**config.mk**
```make
export PLATFORM = sky130hd
export DESIGN_NAME = uart_tx_scheduler
export DESIGN_NICKNAME = d
export VERILOG_FILES = /design/src/rtl/uart_pkg.sv /design/src/rtl/rr_arbiter.sv /design/src/rtl/uart_tx_scheduler.sv
export SDC_FILE = /design/constraint.sdc
export NUM_CORES = 1
export LEC_CHECK = 0
export ABC_AREA = 1
export CAP_MARGIN = 20
export CORE_MARGIN = 3
export CORE_UTILIZATION = 49
export CTS_CLUSTER_DIAMETER = 150
export DETAILED_ROUTE_END_ITERATION = 10
export MAX_ROUTING_LAYER = met4
export PLACE_DENSITY = 0.81
export RECOVER_POWER = 100
export SYNTH_ARGS = -nofsm -noshare
export SYNTH_HDL_FRONTEND = slang
export SYNTH_SLANG_ARGS = --single-unit
```
**constraint.sdc**
```tcl
create_clock -name clk -period 2.9 [get_ports clk]
set_input_delay 0.29 -clock clk [delete_from_list [all_inputs] [get_ports clk]]
set_output_delay 0.29 -clock clk [all_outputs]
set_load 0.1 [all_outputs]
```
**src/rtl/uart_pkg.sv**
```systemverilog
// Shared UART definitions: byte width, bit timing default
// and the transmit scheduler state encoding.
package uart_pkg;

  localparam int BYTE_W      = 8;
  localparam int CLK_PER_BIT = 868;

  typedef enum logic [2:0] {
    IDLE,
    LAUNCH,
    WAIT_HI,
    WAIT_LO,
    GAP
  } sched_state_e;

endpackage

```
**src/rtl/rr_arbiter.sv**
```systemverilog
// Round-robin arbiter: first masked request after the
// previous winner, wrapping modulo N_REQ.
module rr_arbiter #(
  parameter int N_REQ = 4,
  parameter int IDW   = 2
) (
  input  logic [N_REQ-1:0] req,
  input  logic [IDW-1:0]   last,
  input  logic [N_REQ-1:0] mask,
  output logic [N_REQ-1:0] grant,
  output logic [IDW-1:0]   idx
);

  logic hit;

  // scan last+1, last+2, ... and take the first eligible request
  always_comb begin
    grant = '0;
    idx   = '0;
    hit   = 1'b0;
    for (int j = 1; j <= N_REQ; j++) begin
      for (int p = 0; p < N_REQ; p++) begin
        if (!hit && req[p] && mask[p] &&
            p == (int'(last) + j) % N_REQ) begin
          hit      = 1'b1;
          grant[p] = 1'b1;
          idx      = IDW'(p);
        end
      end
    end
  end

endmodule

```
**src/rtl/uart_tx_scheduler.sv**
```systemverilog
// Shares one uart_tx between N_REQ byte streams with
// round-robin arbitration, packet locking and a frame gap.
module uart_tx_scheduler
  import uart_pkg::*;
#(
  parameter int N_REQ        = 4,
  parameter int IDW          = 2,
  parameter int GAP_CYCLES   = 0,
  parameter int BUSY_TIMEOUT = 8,
  parameter int LOCK_PACKETS = 1
) (
  input  logic                    clk,
  input  logic                    rst,
  input  logic [N_REQ-1:0]        req_valid,
  input  logic [BYTE_W*N_REQ-1:0] req_data,
  input  logic [N_REQ-1:0]        req_last,
  output logic [N_REQ-1:0]        req_ready,
  output logic                    tx_start,
  output logic [BYTE_W-1:0]       tx_data,
  input  logic                    tx_busy,
  output logic [IDW-1:0]          grant_id,
  output logic                    locked,
  output logic                    err_timeout
);

  localparam int CNT_W = 16;
  localparam logic [CNT_W-1:0] TO_LAST =
    CNT_W'(BUSY_TIMEOUT - 1);
  localparam logic [CNT_W-1:0] GAP_LOAD =
    CNT_W'(GAP_CYCLES - 1);

  sched_state_e state, nstate;

  logic [IDW-1:0]    last_q;
  logic [CNT_W-1:0]  cnt_q;
  logic [N_REQ-1:0]  mask;
  logic [N_REQ-1:0]  grant;
  logic [IDW-1:0]    win_idx;
  logic [BYTE_W-1:0] win_byte;
  logic              win_last;
  logic              found;

  // while locked only the owning requester is eligible
  always_comb begin
    mask = '0;
    for (int p = 0; p < N_REQ; p++)
      mask[p] = !locked || grant_id == IDW'(p);
  end

  rr_arbiter #(
    .N_REQ (N_REQ),
    .IDW   (IDW)
  ) u_arb (
    .req   (req_valid),
    .last  (last_q),
    .mask  (mask),
    .grant (grant),
    .idx   (win_idx)
  );

  assign found = |grant;

  // select the winning requester's byte and last flag
  always_comb begin
    win_byte = '0;
    win_last = 1'b0;
    for (int p = 0; p < N_REQ; p++) begin
      if (grant[p]) begin
        win_byte = req_data[p*BYTE_W +: BYTE_W];
        win_last = req_last[p];
      end
    end
  end

  // state register
  always_ff @(posedge clk or negedge rst) begin
    if (!rst) state <= IDLE;
    else      state <= nstate;
  end

  // next-state logic
  always_comb begin
    nstate = state;
    unique case (state)
      IDLE:    if (found) nstate = LAUNCH;
      LAUNCH:  nstate = WAIT_HI;
      WAIT_HI: begin
        if (tx_busy)             nstate = WAIT_LO;
        else if (cnt_q == TO_LAST) nstate = IDLE;
      end
      WAIT_LO: begin
        if (!tx_busy)
          nstate = (GAP_CYCLES > 0) ? GAP : IDLE;
      end
      GAP:     if (cnt_q == '0) nstate = IDLE;
      default: nstate = IDLE;
    endcase
  end

  // handshake and launch strobes; ready is held off in reset
  always_comb begin
    tx_start  = state == LAUNCH;
    req_ready = (state == IDLE && rst) ? grant : '0;
  end

  // byte capture, ownership, lock, counters and error pulse
  always_ff @(posedge clk or negedge rst) begin
    if (!rst) begin
      tx_data     <= '0;
      grant_id    <= '0;
      last_q      <= IDW'(N_REQ - 1);
      locked      <= 1'b0;
      err_timeout <= 1'b0;
      cnt_q       <= '0;
    end else begin
      err_timeout <= 1'b0;
      unique case (state)
        IDLE: begin
          if (found) begin
            tx_data  <= win_byte;
            grant_id <= win_idx;
            last_q   <= win_idx;
            locked   <= (LOCK_PACKETS != 0) & ~win_last;
          end
        end
        LAUNCH: cnt_q <= '0;
        WAIT_HI: begin
          if (!tx_busy) begin
            if (cnt_q == TO_LAST) begin
              err_timeout <= 1'b1;
              locked      <= 1'b0;
            end else begin
              cnt_q <= cnt_q + 1'b1;
            end
          end
        end
        WAIT_LO: if (!tx_busy) cnt_q <= GAP_LOAD;
        GAP:     if (cnt_q != '0) cnt_q <= cnt_q - 1'b1;
        default: ;
      endcase
    end
  end

endmodule

```
==> results.md <==
- Final setup skew: between 4 and 5 ps
- Area growth from synthesis to layout: 30.6%
- Leak: roughly 1.4 nW
- Max Buffers Root-to-Sink: 2
- Starting Density: 51.4%
- IO Pins: 60
- Kind of critical path: reg2out
- Die width: roughly 74 um
- Reg clk slew, reported paths: 60 ps
- Post-CTS Hold Buffers: 0
- Initial antenna violation count: 0
- Clock root cell: clkbuf_8
- DP Worst Slack: 189 ps
- Slowest cell delay on critical path: ~550 ps
- Top_reg_cell synth: dfrtp_1
- Initial DRC count: approximately 110
- Fin Hold WS: approximately 480 ps
- Mapped Cells: 334
- Synthesized area per cell: about 6.7 um^2
- DRT Pass-1 Iters: 5
- Total GRT Usage: a little under a quarter
- Actual slew at the worst max-slew pin: about 1700 ps
- Core area: between 4000 and 5000 um^2
- Failing checks: capacitance limit, slew limit
- Number of synthesized flops with an enable pin: 0
- Post-CTS Setup Bufs: 0
- Flops & latches, synth: 32
- Antenna Nets Post-Route: 0
- Post-Syn Area: 2250 um^2
- Worst VDD drop: about 550 uV
- Drt via density: around 5.3
- Distinct cell type count of the synthesized netlist: 35
- Final net count: 440
- CTS tree: yes
- Asr flop ratio synth: between 90% and 100%
- Most common cell after layout, fill and taps aside: nand2_1
- First-pass GRT wire length: 9620 um
- Pwr Density: 1200 nW/um^2
- Cell Chain, Critical Path: inv_1 -> nand2_2 -> inv_2 -> nand3_2 -> nand3_1 -> nor2_2 -> nand4_2 -> nor2_4 -> nand4_2 -> nor2_4 -> nand4_1 -> a21oi_4 -> buf_6
- RSZ-0062 raised after global routing: no
- DRC violations left: 0
- Dpl hpwl: 4520 um
- CP max stage cell: dfstp_2
- Fin Setup TNS: 0 ps
- Max Cap Violations: 1
- Status: finished with violations
- CTS buffer count: 5
- Die Span Y: between 70 and 80 um
- Row count: 24
- Ant diodes: 0
- H-tree depth: 2
- # setup viols final: 0
- Layout cells sized above 1: a little under a tenth
- Element type at the critical path end: output port
- Clk sinks: 32
- IO Port Bufs: 59
- Resized cells post-CTS: 0
- Final Hold Viols: 0
- GRT overflow: 0
- DIE AREA: roughly 5400 um^2
- Warning count from the yosys run: 0
- Final worst setup slack: between 150 and 200 ps
- Critical Path Fanout Max: 4
- Slew Viols, Final: 33
- Crit path required time: about 2600 ps
- Seq/Total Area, Yosys: 35.7%
- Avg WL per Cell: between 10 and 15 um
- Min Tclk post-route: between 2000 and 3000 ps
- FILL cells: just under 400
- Final period util: roughly 94%
- Drt total wl: 5880 um
- Detailed-route via count: about 2.4k
- Critical Path Start Type: flip-flop
- Syn_nets: about 380
- Worst skew pair latency: 280 ps
- Vias in the first global route: roughly 2.2k
- RePlAce Congestion: around 0.92
- Slew HR: -12.4%
- Most frequent cells in the layout: 107 x nand2_1, 43 x inv_1, 41 x clkdlybuf4s50_1, 31 x o21ai_0
- Largest net degree at the start of global routing: 33
- Worst hold path class: reg2reg
- WP data arrival: approximately 2500 ps
- Maximum clock frequency: roughly 0.37 GHz
power by group:
group / internal, mW / switching, mW
combinational: 0.596 / 1.71
clock: 0.216 / 0.158
sequential: 0.652 / 0.195
cell usage after synthesis (2+ instances only):
cell type  count  area, um^2
nand4_1       18         113
nand2_4        2        22.5
nor3_2         2        20.0
o21ai_1        4        20.0
nand3_2        2        20.0
o21ai_0       31         155
nor2_1        27         101
nor4_1         4        25.0
nand4_2        2        25.0
nor3_1         9        45.0
nand3_1        7        35.0
dfstp_2        2        52.6
inv_2          3        11.3
xor2_1        11        96.3
inv_1         43         161
nand2_1      107         402
clkbuf_1       5        18.8
a21oi_1        7        35.0
nor2_4         2        22.5
dfrtp_1       30         751
nand2_2        2        12.5
metrics by stage:
stage / utilization (%) / power, mW / cells / area (um^2)
floorplan: - / 2.70 / 334 / 2300
global placement: 67.3 / 3.23 / 441 / 2950
detailed placement: 67.3 / 3.27 / 441 / 2950
CTS: 69.6 / 3.66 / 449 / 3050
global route: 67.1 / 3.83 / 449 / 2940
finish: 67.1 / 3.53 / 449 / 2940
area by class of cell:
type | count | area [um^2] | share of cell area, %
Clock buffer | 8 | 100 | 3.40
Inverter | 46 | 173 | 5.87
Multi-Input combinational cell | 249 | 1270 | 43.2
Sequential cell | 32 | 807 | 27.4
Tap cell | 52 | 65.1 | 2.21
Timing Repair Buffer | 62 | 526 | 17.9
state kept, by name (all words and copies together) (netlist names):
register and flops:
cnt_q 16, err_timeout 1, grant_id 2, last_q 2, locked 1, state 2
tx_data 8
cells by family after synthesis:
logic type                 Yosys count  synth area share [%]
buffers and inverters               53                  9.22
adders and majority gates            1                 0.555
xor gates and xnor gates            11                  4.28
and+or+nand+nor                    189                  38.9
DFF                                 32                  35.7
AOI/OAI and AO/OA                   48                  11.4
worst paths after layout:
kind	cells past startpoint	end	slack [ps]	from
max in group asynchronous	2	grant_id[0]$_DFFE_PN0P_	790	rst
setup / recovery	13	req_ready[2]	160	last_q[1]$_DFFE_PN1P_
min in group asynchronous	2	state[0]$_DFFE_PN0P_	1020	rst
hold / removal	2	tx_data[4]$_DFFE_PN0P_	480	tx_data[4]$_DFFE_PN0P_
setup reg to reg	15	tx_data[5]$_DFFE_PN0P_	230	last_q[1]$_DFFE_PN1P_
hold reg to reg	2	tx_data[4]$_DFFE_PN0P_	480	tx_data[4]$_DFFE_PN0P_
metal layers:
metal  global-route usage [%]  vias to the layer above  share of wire [%]
met5                        -                        -                  0
met2                     37.7                       51                 52
met4                     8.45                        0                1.4
met1                     28.9                     1119                 42
met3                     4.92                        8                4.6
li1                         -                     1206                  -
critical path, delay by kind of cell (launching register included):
family                 cells  cell delay (ps)
flip-flops                 1              550
buffers and inverters      3              350
AND/OR/NAND/NOR            9             1080
AO/OA/AOI/OAI              1              160
Note: power is estimated with default switching activity, not from simulation.
